File: src/rtl/mem_arbiter.sv
// mem_arbiter: icache/dcache arbiter onto one RAM port.
// Registered grant keeps dcache blocks intact with a bounded icache wait.
module mem_arbiter #(
  parameter int unsigned DBURST = 2
) (
  input  logic        CLK,
  input  logic        nRST,
  input  logic        iREN,
  input  logic [31:0] iaddr,
  output logic        iwait,
  output logic [31:0] iload,
  input  logic        dREN,
  input  logic        dWEN,
  input  logic [31:0] daddr,
  input  logic [31:0] dstore,
  output logic        dwait,
  output logic [31:0] dload,
  output logic        ramREN,
  output logic        ramWEN,
  output logic [31:0] ramaddr,
  output logic [31:0] ramstore,
  input  logic [31:0] ramload,
  input  logic [1:0]  ramstate,
  output logic        ram_err
);

  typedef enum logic [1:0] {
    IDLE = 2'd0,
    IGNT = 2'd1,
    DGNT = 2'd2
  } state_t;

  localparam logic [1:0] RS_ACCESS = 2'd2;
  localparam logic [1:0] RS_ERROR  = 2'd3;

  state_t     state_q, state_d;
  logic [1:0] dcnt_q, dcnt_d;
  logic       err_q, err_d;

  logic       dreq;
  logic       acc;
  logic       idone;
  logic       ddone;
  logic [2:0] dcnt_inc;
  logic       burst_up;

  assign dreq     = dREN | dWEN;
  assign acc      = (ramstate == RS_ACCESS);
  assign idone    = (state_q == IGNT) & iREN & acc;
  assign ddone    = (state_q == DGNT) & dreq & acc;
  assign dcnt_inc = {1'b0, dcnt_q} + 3'd1;
  assign burst_up = (32'(dcnt_inc) >= DBURST);

  assign iwait = ~idone;
  assign dwait = ~ddone;
  assign iload = ramload;
  assign dload = ramload;
  assign ram_err = err_q;

  // Next grant, burst count and sticky error.
  always_comb begin
    state_d = state_q;
    dcnt_d  = dcnt_q;
    err_d   = err_q;
    if (state_q != IDLE && ramstate == RS_ERROR)
      err_d = 1'b1;
    unique case (state_q)
      IDLE: begin
        if (dreq) begin
          state_d = DGNT;
          dcnt_d  = 2'd0;
        end else if (iREN) begin
          state_d = IGNT;
        end
      end
      DGNT: begin
        if (ddone && dcnt_q != 2'd3)
          dcnt_d = dcnt_q + 2'd1;
        if (!dreq)
          state_d = IDLE;
        else if (ddone && burst_up && iREN)
          state_d = IGNT;
      end
      IGNT: begin
        if (!iREN) begin
          state_d = IDLE;
        end else if (idone && dreq) begin
          state_d = DGNT;
          dcnt_d  = 2'd0;
        end
      end
      default: state_d = IDLE;
    endcase
  end

  // RAM drive follows the owner's live request signals.
  always_comb begin
    ramREN   = 1'b0;
    ramWEN   = 1'b0;
    ramaddr  = 32'd0;
    ramstore = 32'd0;
    unique case (state_q)
      DGNT: begin
        ramaddr  = daddr;
        ramstore = dstore;
        ramWEN   = dWEN;
        ramREN   = dREN & ~dWEN;
      end
      IGNT: begin
        ramaddr = iaddr;
        ramREN  = iREN;
      end
      default: ;
    endcase
  end

  // State registers.
  always_ff @(posedge CLK or negedge nRST) begin
    if (!nRST) begin
      state_q <= IDLE;
      dcnt_q  <= 2'd0;
      err_q   <= 1'b0;
    end else begin
      state_q <= state_d;
      dcnt_q  <= dcnt_d;
      err_q   <= err_d;
    end
  end

endmodule

File: config.mk
export PLATFORM = sky130hd
export DESIGN_NAME = mem_arbiter
export DESIGN_NICKNAME = d
export VERILOG_FILES = /design/src/rtl/mem_arbiter.sv
export SDC_FILE = /design/constraint.sdc
export NUM_CORES = 1
export LEC_CHECK = 0
export ABC_AREA = 1
export CORE_AREA = 2 2 104 106
export DETAILED_ROUTE_END_ITERATION = 10
export DIE_AREA = 0 0 106 108
export PLACE_DENSITY = 0.77
export SLEW_MARGIN = 20
export SYNTH_ARGS = -nofsm -noshare
export SYNTH_HDL_FRONTEND = slang
export SYNTH_SLANG_ARGS = --single-unit
File: constraint.sdc
create_clock -name CLK -period 1.4 [get_ports CLK]
set_clock_uncertainty 0.05 [all_clocks]
set_input_delay 0.28 -clock CLK [delete_from_list [all_inputs] [get_ports CLK]]
set_output_delay 0.28 -clock CLK [all_outputs]
set_load 0.01 [all_outputs]
==> results.txt <==
run status: finished with violations
violated checks: negative setup slack
list of most frequent post-synthesis cells: 117 x sky130_fd_sc_hd__nand2_1, 69 x sky130_fd_sc_hd__buf_4, 44 x sky130_fd_sc_hd__inv_1, 35 x sky130_fd_sc_hd__a21oi_1, 7 x sky130_fd_sc_hd__buf_2
maximum fanout along the worst path: 7
complex-gate fraction of the synthesized area: 11.66%
TritonCTS clock tree: yes
simple-gate portion of the synthesized area: 32.47%
Crit Path Category: register to output pin
area growth from synthesis to final layout: 171.9%
slowest stage cell, crit path: sky130_fd_sc_hd__dfrtp_1
final core area utilization: 44.76%
delay of the slowest cell on the worst path: 0.37 ns
hold slack final: 0.2454 ns
weighted congestion reported at the end of routability-driven placement: 0.7742
root buffer selected by CTS: sky130_fd_sc_hd__clkbuf_8
met3 wirelength from detailed routing: 745 um
Avg Synthesized Cell Area: 5.450 sq um
switching part of the total: 44.56%
most common cell in the synthesized netlist: sky130_fd_sc_hd__nand2_1
WP data arrival: 1.59 ns
fraction of final layout cells with drive strength greater than 1: 61.02%
kind of end point of the critical path: output pin
horizontal die dimension: 106 um
pin count of the biggest net entering global routing: 12
first drt pass iteration count: 4
core outline area: 10230 sq um
post-synth top area cell: sky130_fd_sc_hd__buf_4
total number of H-tree levels: 1
most prevalent standard cell on the critical path: sky130_fd_sc_hd__buf_6
number of inserted diodes: 0
unrepaired setup endpoints after global routing: true
normalized max-slew margin: 78.23%
post-synthesis instance area: 1684 sq um
reported net switching power: 4068 uW
endpoints failing hold: 0
Worst-Skew Late Latency: 0.22 ns
initial antenna violation count: 0
final net count: 614
sequential-to-total area share from yosys stat: 7.429%
xor-xnor portion of the synthesized cell area: 0%
cell-by-cell trace of the critical path: inv_2 > buf_6 > ha_4 > clkinv_8 > buf_12 > a21oi_4 > buf_6
full die area: 11450 sq um
share of Yosys cell area claimed by the top area cell type: 30.76%
number of clock buffers inserted by TritonCTS: 3
max-slew violation count: 0
time the worst path needs with I/O delays and setup: 1.917 ns
GRT overflow: 0
synthesis warning total: 0
share of synthesized area spent on multiplexers: 0%
DRC violation total after the first TritonRoute iteration: 99
Final Instance Count excl. Fillers: 608
height of the die: 108 um
Period Utilization, post-route: 136.9%
post-synth cell types: 18
Sequential Power Share: 2.6%
Async S/R FF share, synth: 100.0%
wirelength, routed: 9.833 mm
Avg Vias per Cell: 4.102
number of buffers on the longest clock path: 2
pwr/cell area: 1993 nW/um^2
combinational cell fraction of total power: 94.5%
Worst-Margin Slew: 0.3265 ns
maximum frequency from static timing analysis: 521.6 MHz
I/O Pins: 268
clock share of power: 3.0%
via count of the first global-routing pass: 2610
P_int: 5061 uW
count of unresolved DRC violations after routing: 0
Placement Setup Slack: -0.6444 ns
Post-synth top flop: sky130_fd_sc_hd__dfrtp_1
reported max-cap violation count: 0
EDFF count, synth: 0
initial standard-cell utilization of the core: 16.46%
overall global routing resource usage: 15.84%
#FFs+latches synth: 5
register clock-pin slew on the reported worst setup and hold paths: 0.04 ns
Cell Rows: 37
antenna-violating nets left: 0
overall via count from detail_route: 2494
number of nets in the synthesized netlist: 450
met1 WL: 3.771 mm
count of placed standard cells including taps: 556
min-delay worst type: input pin to async pin
synthesized-area fraction occupied by adder cells: 4.458%
global-route wire length before repair: 14.23 mm
total leakage power: 0.002255 uW
ranking of synthesized cells by area: sky130_fd_sc_hd__buf_4 31%, sky130_fd_sc_hd__nand2_1 26%, sky130_fd_sc_hd__a21oi_1 10%
maximum VDD drop: 683.3 uV
count of buffers inserted at the top-level ports: 171
dominant combinational cell family by area after synthesis: buffers and inverters
Synth Instances: 309
overall power after layout: 9129 uW
DR WL/cell: 16.17 um
setup slack of the critical path after layout: -0.5171 ns
met2 WL: 5.258 mm
final HPWL from detailed placement: 6.084 mm
highest metal used: met4
startpoint kind of the worst setup timing path: register
required time of the worst setup path: 1.07 ns
setup violators final: 72
clock sinks: 5
[cell families after synthesis]
kind of cell	count (synthesis)
fa+ha+maj	6
flops	5
compound gates	38
simple gates	134
buf+inv	126
[sequential cells by signal (all words and copies together), names as in the netlist]
name	cells
dcnt_q	2
ram_err	1
state_q	2
[stage by stage]
stage / cell area, sq um / TNS (ns)
after CTS: 4235 / -28.95
after global routing: 4579 / -35.13
after floorplan: 1862 / -2.798
after detailed placement: 3333 / -39.01
after global placement: 3333 / -37.58
final: 4579 / -30.73
[worst max-delay path, delay by kind of cell, from the launching register on]
family,cells,cell delay (ns)
compound gates,1,0.13
flops,1,0.37
buf+inv,5,0.56
fa+ha+maj,1,0.29
[cell usage in the layout, fill, tap and decap left out, drive strengths merged, types with 2 or more instances in the layout]
cell,synthesis,routed
a21oi,35,35
clkbuf,0,5
ha,6,6
inv,47,46
buf,79,134
nand2,121,121
nor2,4,4
nand4,4,4
nand3,5,5
clkdlybuf4s50,0,102
o21ai,2,2
dfrtp,5,5
[per-layer routing]
metal | vias to the layer above | global-route usage (%)
met2 | 120 | 30.23
met1 | 1174 | 17.86
met4 | 0 | 1.598
li1 | 1189 | -
met5 | - | 0
met3 | 11 | 4.943
[final timing paths]
check,slack [ns],cells past startpoint,startpoint,endpoint
setup reg to reg,-0.37,12,state_q[1]$_DFFE_PN0P_,state_q[1]$_DFFE_PN0P_
setup / recovery,-0.52,7,state_q[0]$_DFFE_PN0P_,ramaddr[26]
max in group asynchronous,0.85,1,nRST,dcnt_q[1]$_DFFE_PN0P_
hold / removal,0.25,1,nRST,dcnt_q[0]$_DFFE_PN0P_
hold reg to reg,0.44,1,ram_err$_DFFE_PN0P_,ram_err$_DFFE_PN0P_
min in group CLK,0.44,1,ram_err$_DFFE_PN0P_,ram_err$_DFFE_PN0P_
[power by group through the flow]
| stage | sequential, uW | clock (uW) | combinational [uW] |
|---|---|---|---|
| after floorplan | 232 | 0 | 2780 |
| after global placement | 230 | 0 | 4780 |
| after detailed placement | 237 | 0 | 4840 |
| after CTS | 233 | 279 | 7910 |
| after global routing | 243 | 297 | 9140 |
| final | 236 | 270 | 8620 |
[repair_timing]
item / 4_1_cts / 5_1_grt
pin swaps: 12 / 15
gates resized for setup: 440 / 64
endpoints found under the setup margin: 73 / 72
hold buffers: 0 / 0
cloned: 11 / 1
endpoints found under the hold margin: 0 / 0
setup buffers: 29 / 10
[cell type report]
class,instances,area [sq um]
inverters,47,196.4
clock buffers,4,45.04
flip-flops and latches,5,125.1
well taps,136,170.2
fillers,1005,5652
repair buffers,238,2585
multi-input cells,178,1458
(Power assumes the default switching activity.)
